File: src/rtl/grain_stream_decryptor_if.sv
// Link-side bundle for the Grain-style stream decryptor: control, seed,
// ciphertext input handshake and plaintext output handshake.
interface grain_stream_decryptor_if #(
  parameter int W = 8
) ();
  logic           start;
  logic [103:0]   seed_in;
  logic           busy;
  logic           init_done;
  logic           ct_valid;
  logic           ct_ready;
  logic [W-1:0]   ct_data;
  logic           pt_valid;
  logic           pt_ready;
  logic [W-1:0]   pt_data;

  modport master (
    output start, seed_in, ct_valid, ct_data, pt_ready,
    input  busy, init_done, ct_ready, pt_valid, pt_data
  );

  modport slave (
    input  start, seed_in, ct_valid, ct_data, pt_ready,
    output busy, init_done, ct_ready, pt_valid, pt_data
  );
endinterface

File: src/rtl/grain_stream_decryptor.sv
// Receive-side stream cipher: 80-bit linear + 24-bit nonlinear shift registers,
// warm-up after seed load, then one keystream bit per clock XORed into W-bit words.
module grain_stream_decryptor #(
  parameter int W           = 8,
  parameter int INIT_CYCLES = 160
) (
  input logic                  clk,
  input logic                  rst_n,
  grain_stream_decryptor_if.slave bus
);

  localparam int CW = (W > 1) ? $clog2(W) : 1;
  localparam int IW = (INIT_CYCLES > 1) ? $clog2(INIT_CYCLES + 1) : 1;

  typedef enum logic [2:0] {IDLE, LOAD, INIT, READY, GEN, OUT} state_t;

  state_t          state, state_nxt;
  logic [79:0]     l;
  logic [23:0]     n;
  logic [CW-1:0]   bit_cnt;
  logic [IW-1:0]   init_cnt;
  logic [W-1:0]    ct_buf;
  logic [W-1:0]    pt_buf;
  logic            fl_bit, g_bit, z_bit;

  always_comb begin
    fl_bit = l[62] ^ l[51] ^ l[38] ^ l[23] ^ l[13] ^ l[0];
    g_bit  = n[0] ^ n[5] ^ n[6] ^ n[9] ^ n[17] ^ n[22]
           ^ (n[4] & n[13]) ^ (n[8] & n[16])
           ^ (n[5] ^ n[11] ^ n[14]) ^ (n[2] ^ n[5] ^ n[8] ^ n[10]);
    z_bit  = l[0] ^ l[3] ^ (l[1] & l[2]) ^ (n[1] & l[5]) ^ (n[3] & l[7])
           ^ (l[8] & l[13] & n[5]) ^ n[2];
  end

  // start overrides every state, so a coincident handshake is simply lost
  always_comb begin
    state_nxt = state;
    case (state)
      IDLE:    state_nxt = IDLE;
      LOAD:    state_nxt = (INIT_CYCLES == 0) ? READY : INIT;
      INIT:    if (init_cnt == IW'(INIT_CYCLES - 1)) state_nxt = READY;
      READY:   if (bus.ct_valid) state_nxt = GEN;
      GEN:     if (bit_cnt == CW'(W - 1)) state_nxt = OUT;
      OUT:     if (bus.pt_ready) state_nxt = READY;
      default: state_nxt = IDLE;
    endcase
    if (bus.start) state_nxt = LOAD;
  end

  always_ff @(posedge clk or negedge rst_n) begin
    if (!rst_n) begin
      state    <= IDLE;
      l        <= '0;
      n        <= '0;
      bit_cnt  <= '0;
      init_cnt <= '0;
      ct_buf   <= '0;
      pt_buf   <= '0;
    end else begin
      state <= state_nxt;
      case (state)
        LOAD: begin
          l        <= bus.seed_in[79:0];
          n        <= bus.seed_in[103:80];
          init_cnt <= '0;
        end
        INIT: begin
          l        <= {fl_bit ^ z_bit, l[79:1]};
          n        <= {g_bit ^ l[0] ^ z_bit, n[23:1]};
          init_cnt <= init_cnt + 1'b1;
        end
        READY: begin
          bit_cnt <= '0;
          if (bus.ct_valid) ct_buf <= bus.ct_data;
        end
        GEN: begin
          l               <= {fl_bit, l[79:1]};
          n               <= {g_bit ^ l[0], n[23:1]};
          pt_buf[bit_cnt] <= ct_buf[bit_cnt] ^ z_bit;
          bit_cnt         <= bit_cnt + 1'b1;
        end
        default: ;
      endcase
    end
  end

  assign bus.busy      = (state == LOAD) || (state == INIT);
  assign bus.init_done = (state == READY) || (state == GEN) || (state == OUT);
  assign bus.ct_ready  = (state == READY);
  assign bus.pt_valid  = (state == OUT);
  assign bus.pt_data   = pt_buf;

endmodule
File: src/flat_wrapper.sv
// flat-port wrapper written by rule: the top's interface ports become plain ports
module grain_stream_decryptor_flat 
#(
  parameter int W           = 8,
  parameter int INIT_CYCLES = 160
)
  (clk, rst_n, bus_start, bus_seed_in, bus_ct_valid, bus_ct_data, bus_pt_ready, bus_busy, bus_init_done, bus_ct_ready, bus_pt_valid, bus_pt_data);
  grain_stream_decryptor_if #(.W(W)) bus_i ();
  input logic clk;
  input logic rst_n;
  input wire logic [$bits(bus_i.start)-1:0] bus_start;
  input wire logic [$bits(bus_i.seed_in)-1:0] bus_seed_in;
  input wire logic [$bits(bus_i.ct_valid)-1:0] bus_ct_valid;
  input wire logic [$bits(bus_i.ct_data)-1:0] bus_ct_data;
  input wire logic [$bits(bus_i.pt_ready)-1:0] bus_pt_ready;
  output wire logic [$bits(bus_i.busy)-1:0] bus_busy;
  output wire logic [$bits(bus_i.init_done)-1:0] bus_init_done;
  output wire logic [$bits(bus_i.ct_ready)-1:0] bus_ct_ready;
  output wire logic [$bits(bus_i.pt_valid)-1:0] bus_pt_valid;
  output wire logic [$bits(bus_i.pt_data)-1:0] bus_pt_data;
  assign bus_i.start = bus_start;
  assign bus_i.seed_in = bus_seed_in;
  assign bus_i.ct_valid = bus_ct_valid;
  assign bus_i.ct_data = bus_ct_data;
  assign bus_i.pt_ready = bus_pt_ready;
  assign bus_busy = bus_i.busy;
  assign bus_init_done = bus_i.init_done;
  assign bus_ct_ready = bus_i.ct_ready;
  assign bus_pt_valid = bus_i.pt_valid;
  assign bus_pt_data = bus_i.pt_data;
  grain_stream_decryptor #(.W(W), .INIT_CYCLES(INIT_CYCLES)) u_core (.clk(clk), .rst_n(rst_n), .bus(bus_i));
endmodule
File: config.mk
export PLATFORM = sky130hd
export DESIGN_NAME = grain_stream_decryptor_flat
export DESIGN_NICKNAME = d
export VERILOG_FILES = /design/src/rtl/grain_stream_decryptor_if.sv /design/src/rtl/grain_stream_decryptor.sv /design/src/flat_wrapper.sv
export SDC_FILE = /design/constraint.sdc
export NUM_CORES = 1
export LEC_CHECK = 0
export CAP_MARGIN = 40
export CORE_MARGIN = 2
export CORE_UTILIZATION = 50
export CTS_BUF_LIST = sky130_fd_sc_hd__clkbuf_8
export DETAILED_ROUTE_END_ITERATION = 16
export GPL_TIMING_DRIVEN = 1
export PLACE_DENSITY = 0.75
export SKIP_LAST_GASP = 1
export SLEW_MARGIN = 20
export SYNTH_ARGS = -nofsm -noshare
export SYNTH_HDL_FRONTEND = slang
export SYNTH_SLANG_ARGS = --single-unit
File: constraint.sdc
create_clock -name clk -period 2.3 [get_ports clk]
set_input_delay 0.69 -clock clk [delete_from_list [all_inputs] [get_ports clk]]
set_output_delay 0.69 -clock clk [all_outputs]
set_load 0.01 [all_outputs]
# After elaboration in Yosys (flattened, before gate mapping)
# Cells that the tools add are included.
word_totals:
  n_memories: 0
  register_bits: 134
  mem_bits_ro: 0
  wordCells: 82
  input_bits: 117
  mem_bits_rw: 0
  latch_bits: 0
classes:
  mul: 0
  order_cmp: 2
  shifts: 0
  n_bitwise: 36
  muxes: 15
  n_div: 0
  add_sub_neg: 2
  eq_ne: 11
  reduce_logical: 9
ops:
  columns: ["operator", "count"]
  rows:
  - ["$pmux 80 s3", 1]
  - ["$pmux 24 s3", 1]
  - ["$xor 1x1->1", 29]
  - ["$pmux 8 s2", 1]
  - ["$mux 3", 5]
  - ["$pmux 3 s5", 1]
  - ["$eq 3x3->1 const B", 3]
  - ["$add 8x1->8 const B", 1]
  - ["$bwmux 8", 1]
  - ["$eq 8x8->1 const B", 1]
  - ["$and 1x1->1", 7]
  - ["$eq 3x2->1 const B", 2]
  - ["$ne 3x2->1 const B", 2]
  - ["$ne 3x3->1 const B", 2]
  - ["$pmux 3 s2", 1]
  - ["$lt 3x4->1 const B", 1]
  - ["$reduce_and 4->1", 1]
  - ["$reduce_bool 2->1", 2]
  - ["$add 3x1->3 const B", 1]
  - ["$bmux 1 s3", 1]
  - ["$demux 1 s3", 1]
  - ["$eq 3x1->1 const B", 1]
  - ["$ge 3x1->1 const B", 1]
  - ["$logic_or 1x1->1", 3]
  - ["4 further kinds", 5]

# Longest topological paths before layout
depth:
  depth_word: 12
  depth_mapped: 8
  mapped_depth_nobuf: 5

# Least setup slack after synthesis
# OpenSTA, ideal clock, no wires.
synth_timing:
  path_kind: "register to output"
  start: "reg u_core.state[1]"
  end: "out bus_busy"
  required_time_ps: 1610
  arrival_ps: 1395
  path_stages_with_launch: 7
  setup_slack_ps: 215
  path_buffers: 3
  cell_sequence: "dfrtp_1 clkbuf_1 buf_2 buf_2 nor3_1 nor2_1 inv_1"
synth_via:
  elab_chain_len: 2
  word_cells_on_any_way: 3
  cone_classes: "eq/ne (2); reduce/logical (1)"
synth_rtl:
  columns: ["element", "line_no", "source"]
  rows:
  - ["start, declared", "grain_stream_decryptor.sv:17", "state_t state, state_nxt;"]
  - ["start signal, assigned", "grain_stream_decryptor.sv:60", "state <= state_nxt;"]
  - ["$eq 3x1->1 or $eq 3x2->1 (tied branches)", "grain_stream_decryptor.sv:87", "assign bus.busy = (state == LOAD) || (state == INIT);"]
  - ["$logic_or 1x1->1 (*)", "grain_stream_decryptor.sv:87", null]
  - ["end, declared", "flat_wrapper.sv:16", "output wire logic [$bits(bus_i.busy)-1:0] bus_busy;"]
# Mark *: on every way between the ends. The rest lies on a longest branch, timed or not.

# Final worst setup path
# Same ends and word-level chain as after synthesis.

==> summary.md <==
| Metric | Value |
|---|---|
| Top-count cell post-synth | `nor2_1` |
| Hold crit path type | `input port to async pin` |
| Initial antenna violation count | `0` |
| Vias in the first global route | `7,003` |
| Met2 wire len | `9600 um` |
| Ys async rst share | `100%` |
| Post-synth EDFFs | `0` |
| Flop2flop setup slack | `0.19 ns` |
| Worst IR Drop VDD | `0.000546 V` |
| Distinct cell type count after synthesis | `45` |
| Clk root buf | `clkbuf_8` |
| First-pass GRT wire length | `34,800 um` |
| Row Count | `46` |
| Initial DRT Pass Iterations | `5` |
| Worst-path clk slew | `0.08 ns` |
| Largest area contributor in the synthesized netlist | `dfrtp_1` |
| Leak Pwr | `3.98 nW` |
| TritonCTS buffer count | `17` |
| Fin. max-slew vios | `0` |
| Share of post-route cells with drive strength above 1 | `8.48%` |
| WP data required | `1.61 ns` |
| Post-synth top cells | `214 x nor2_1, 199 x o21ai_0, 134 x dfrtp_1` |
| DRC viols | `0` |
| IO Port Bufs | `128` |
| Area grow syn2layout | `24.7%` |
| Mapped Nets | `1,090` |
| Hpwl dp | `13,000 um` |
| N_diodes | `0` |
| Top cells by area, synth | `dfrtp_1 41%, o21ai_0 12%, mux2i_1 12%, nor2_1 9.8%, o22ai_1 7.7%` |
| Setup bufs post-CTS | `0` |
| Setup slack after layout | `0.0903 ns` |
| Fin util | `63.9%` |
| Setup crit end | `bus_busy` |
| CTS tree | `yes` |
| Least-Margin Pin Slew | `0.697 ns` |
| Sequential fraction of the synthesis area | `41.1%` |
| CP startpoint | `u_core.state[1]$_DFFE_PN0P_` |
| Critical Path Max Stage Delay | `0.52 ns` |
| Layout Cells excl Fill | `1,289` |
| DR vias | `7,447` |
| Die W | `132 um` |
| Pre-CTS WS | `0.0589 ns` |
| H-tree levels | `4` |
| Fmax | `453 MHz` |
| Slew margin rel. | `53.5%` |
| Total power | `9.76 mW` |
| Max_cap viols | `0` |
| Post-Synthesis Cells | `970` |
| Yosys reg bits | `134` |
| Delay-heaviest family, CP | `flip-flops` |
| Ys Warns | `0` |
| Dpl cells | `1,257` |
| M1 wire length | `9410 um` |
| Power per cell area | `958 nW/um^2` |
| Crit-path cells | `nor3_2 -> nor2_1 -> inv_1 -> clkbuf_2` |
| R2R cell count | `7` |
| Highest routed layer | `met4` |
| Die height | `132 um` |
| Stages on the worst setup path | `4` |
| Final clock skew | `0.0128 ns` |
| Grt total ovfl | `0` |
| Fin crit period | `2.21 ns` |
| Die area | `17,400 sq um` |
| Setup TNS | `0 ns` |
| Status | `complete, no violations` |
| Antenna Violating Nets Remaining | `0` |
| Gr usage total | `24.3%` |
| Arrival @ worst endpoint | `1.52 ns` |
| Reg-to-Reg Start | `u_core.state[0]$_DFFE_PN0P_` |
| Final WL | `20,500 um` |
| Reg2reg end | `u_core.l[13]$_DFFE_PN0P_` |
| Detailed Route Iter0 Violations | `576` |
| Worst Path Max Fanout | `5` |
| Synthesized cell area | `8170 sq um` |
| Routed wire per std cell | `15.9 um` |
| Fillers | `1,368` |
| IO Pins | `129` |
| Tcrit/Tclk final | `96.1%` |
| RSZ-0062 raised after global routing | `true` |
| Final setup fails | `0` |
| Vias per inst | `5.78` |
| Final Hold Fails | `0` |
| Main synth FF type | `dfrtp_1` |
| Nets | `1,180` |
| Crit path capture type | `primary output` |
| Clock latency on the worst-skew pair | `0.46 ns` |
| Largest net degree at the start of global routing | `119` |
| Crit Path Category | `flip-flop to primary output` |
| Metal3 WL | `1010 um` |
| Syn_area_per_cell | `8.42 sq um` |
| Initial Util | `51.2%` |
| Core Area | `15,900 sq um` |
| Slowest CP cell | `dfrtp_4` |
| Worst-case clock buffer depth | `2` |
| Startpoint types | `flip-flop` |
| GP Congestion | `0.806` |
| CTS Sinks | `134` |
| WP buf/inv | `2` |
| Share of Yosys cell area claimed by the top area cell type | `41.1%` |
stage by stage:
step	hold WS (ns)	instance area, sq um
after global routing	0.0895	10200
after detailed placement	0.471	9730
after CTS	0.0807	10200
after floorplan	0.394	8170
final	0.0908	10200
after global placement	0.463	9680
kinds of logic after synthesis:
logic type / after synthesis / synth area share, %
adders and majority gates: 3 / 0.460
DFF: 134 / 41.1
xor gates and xnor gates: 24 / 3.11
muxes: 116 / 14.8
AOI/OAI and AO/OA: 333 / 22.8
and+or+nand+nor: 273 / 13.5
buffers and inverters: 87 / 4.28
per-layer routing:
metal	GRT usage, %	vias up
li1	-	3654
met5	0	-
met2	37.7	189
met3	5.07	40
met1	33.5	3564
met4	9.42	0
area by class of cell:
cell class                      instances  area, sq um  area share, %
Multi-Input combinational cell        749         4490           44.1
Tap cell                              216          270           2.65
Clock inverter                         14          208           2.04
Sequential cell                       134         3360           33.0
Inverter                                2         7.51         0.0737
Timing Repair Buffer                  156         1590           15.6
Clock buffer                           18          248           2.43
flip-flops by register name, indices dropped and copies added (netlist names):
name and count:
u_core.init_cnt 8, u_core.bus.pt_data 8, u_core.l 80, u_core.n 24, u_core.ct_buf 8, u_core.state 3, u_core.bit_cnt 3
worst min path at each step:
stage                                        start                             end  slack [ns]  cells past startpoint
floorplan                                    rst_n   u_core.bit_cnt[0]$_DFFE_PN0P_        0.39                      0
global placement    u_core.init_cnt[7]$_DFFE_PN0P_  u_core.init_cnt[7]$_DFFE_PN0P_        0.46                      1
detailed placement  u_core.init_cnt[7]$_DFFE_PN0P_  u_core.init_cnt[7]$_DFFE_PN0P_        0.47                      1
CTS                                          rst_n        u_core.l[23]$_DFFE_PN0P_        0.08                      1
global route                                 rst_n         u_core.n[9]$_DFFE_PN0P_        0.09                      1
finish                                       rst_n         u_core.n[9]$_DFFE_PN0P_        0.09                      1
repair_timing:
item                                    CTS  global route
hold buffers                              0             0
pin swaps                                 0             0
endpoints found under the setup margin    4             4
gates resized for setup                  11            10
layout by cell type, fill, tap and decap left out, types with 5 or more instances in the layout:
| cell type | instances |
|---|---|
| nor2_1 | 212 |
| o21ai_0 | 199 |
| dfrtp_1 | 131 |
| clkdlybuf4s50_1 | 123 |
| o22ai_1 | 100 |
| mux2i_1 | 96 |
| nand2_1 | 25 |
| buf_4 | 19 |
| clkbuf_8 | 18 |
| xnor2_1 | 16 |
| a21oi_1 | 12 |
| mux2_2 | 10 |
| nor2b_1 | 8 |
| mux2_1 | 8 |
| buf_12 | 8 |
| nor3_1 | 6 |
| nand3_1 | 5 |
| o31ai_1 | 5 |
| bufinv_16 | 5 |
power breakdown:
part | internal [mW] | total [mW] | leakage [nW] | switching [mW]
Clock | 1.31 | 2.27 | 0.222 | 0.960
Sequential | 3.01 | 3.75 | 1.54 | 0.738
Combinational | 1.93 | 3.74 | 2.22 | 1.81
Power figures use the tool's default switching activity.
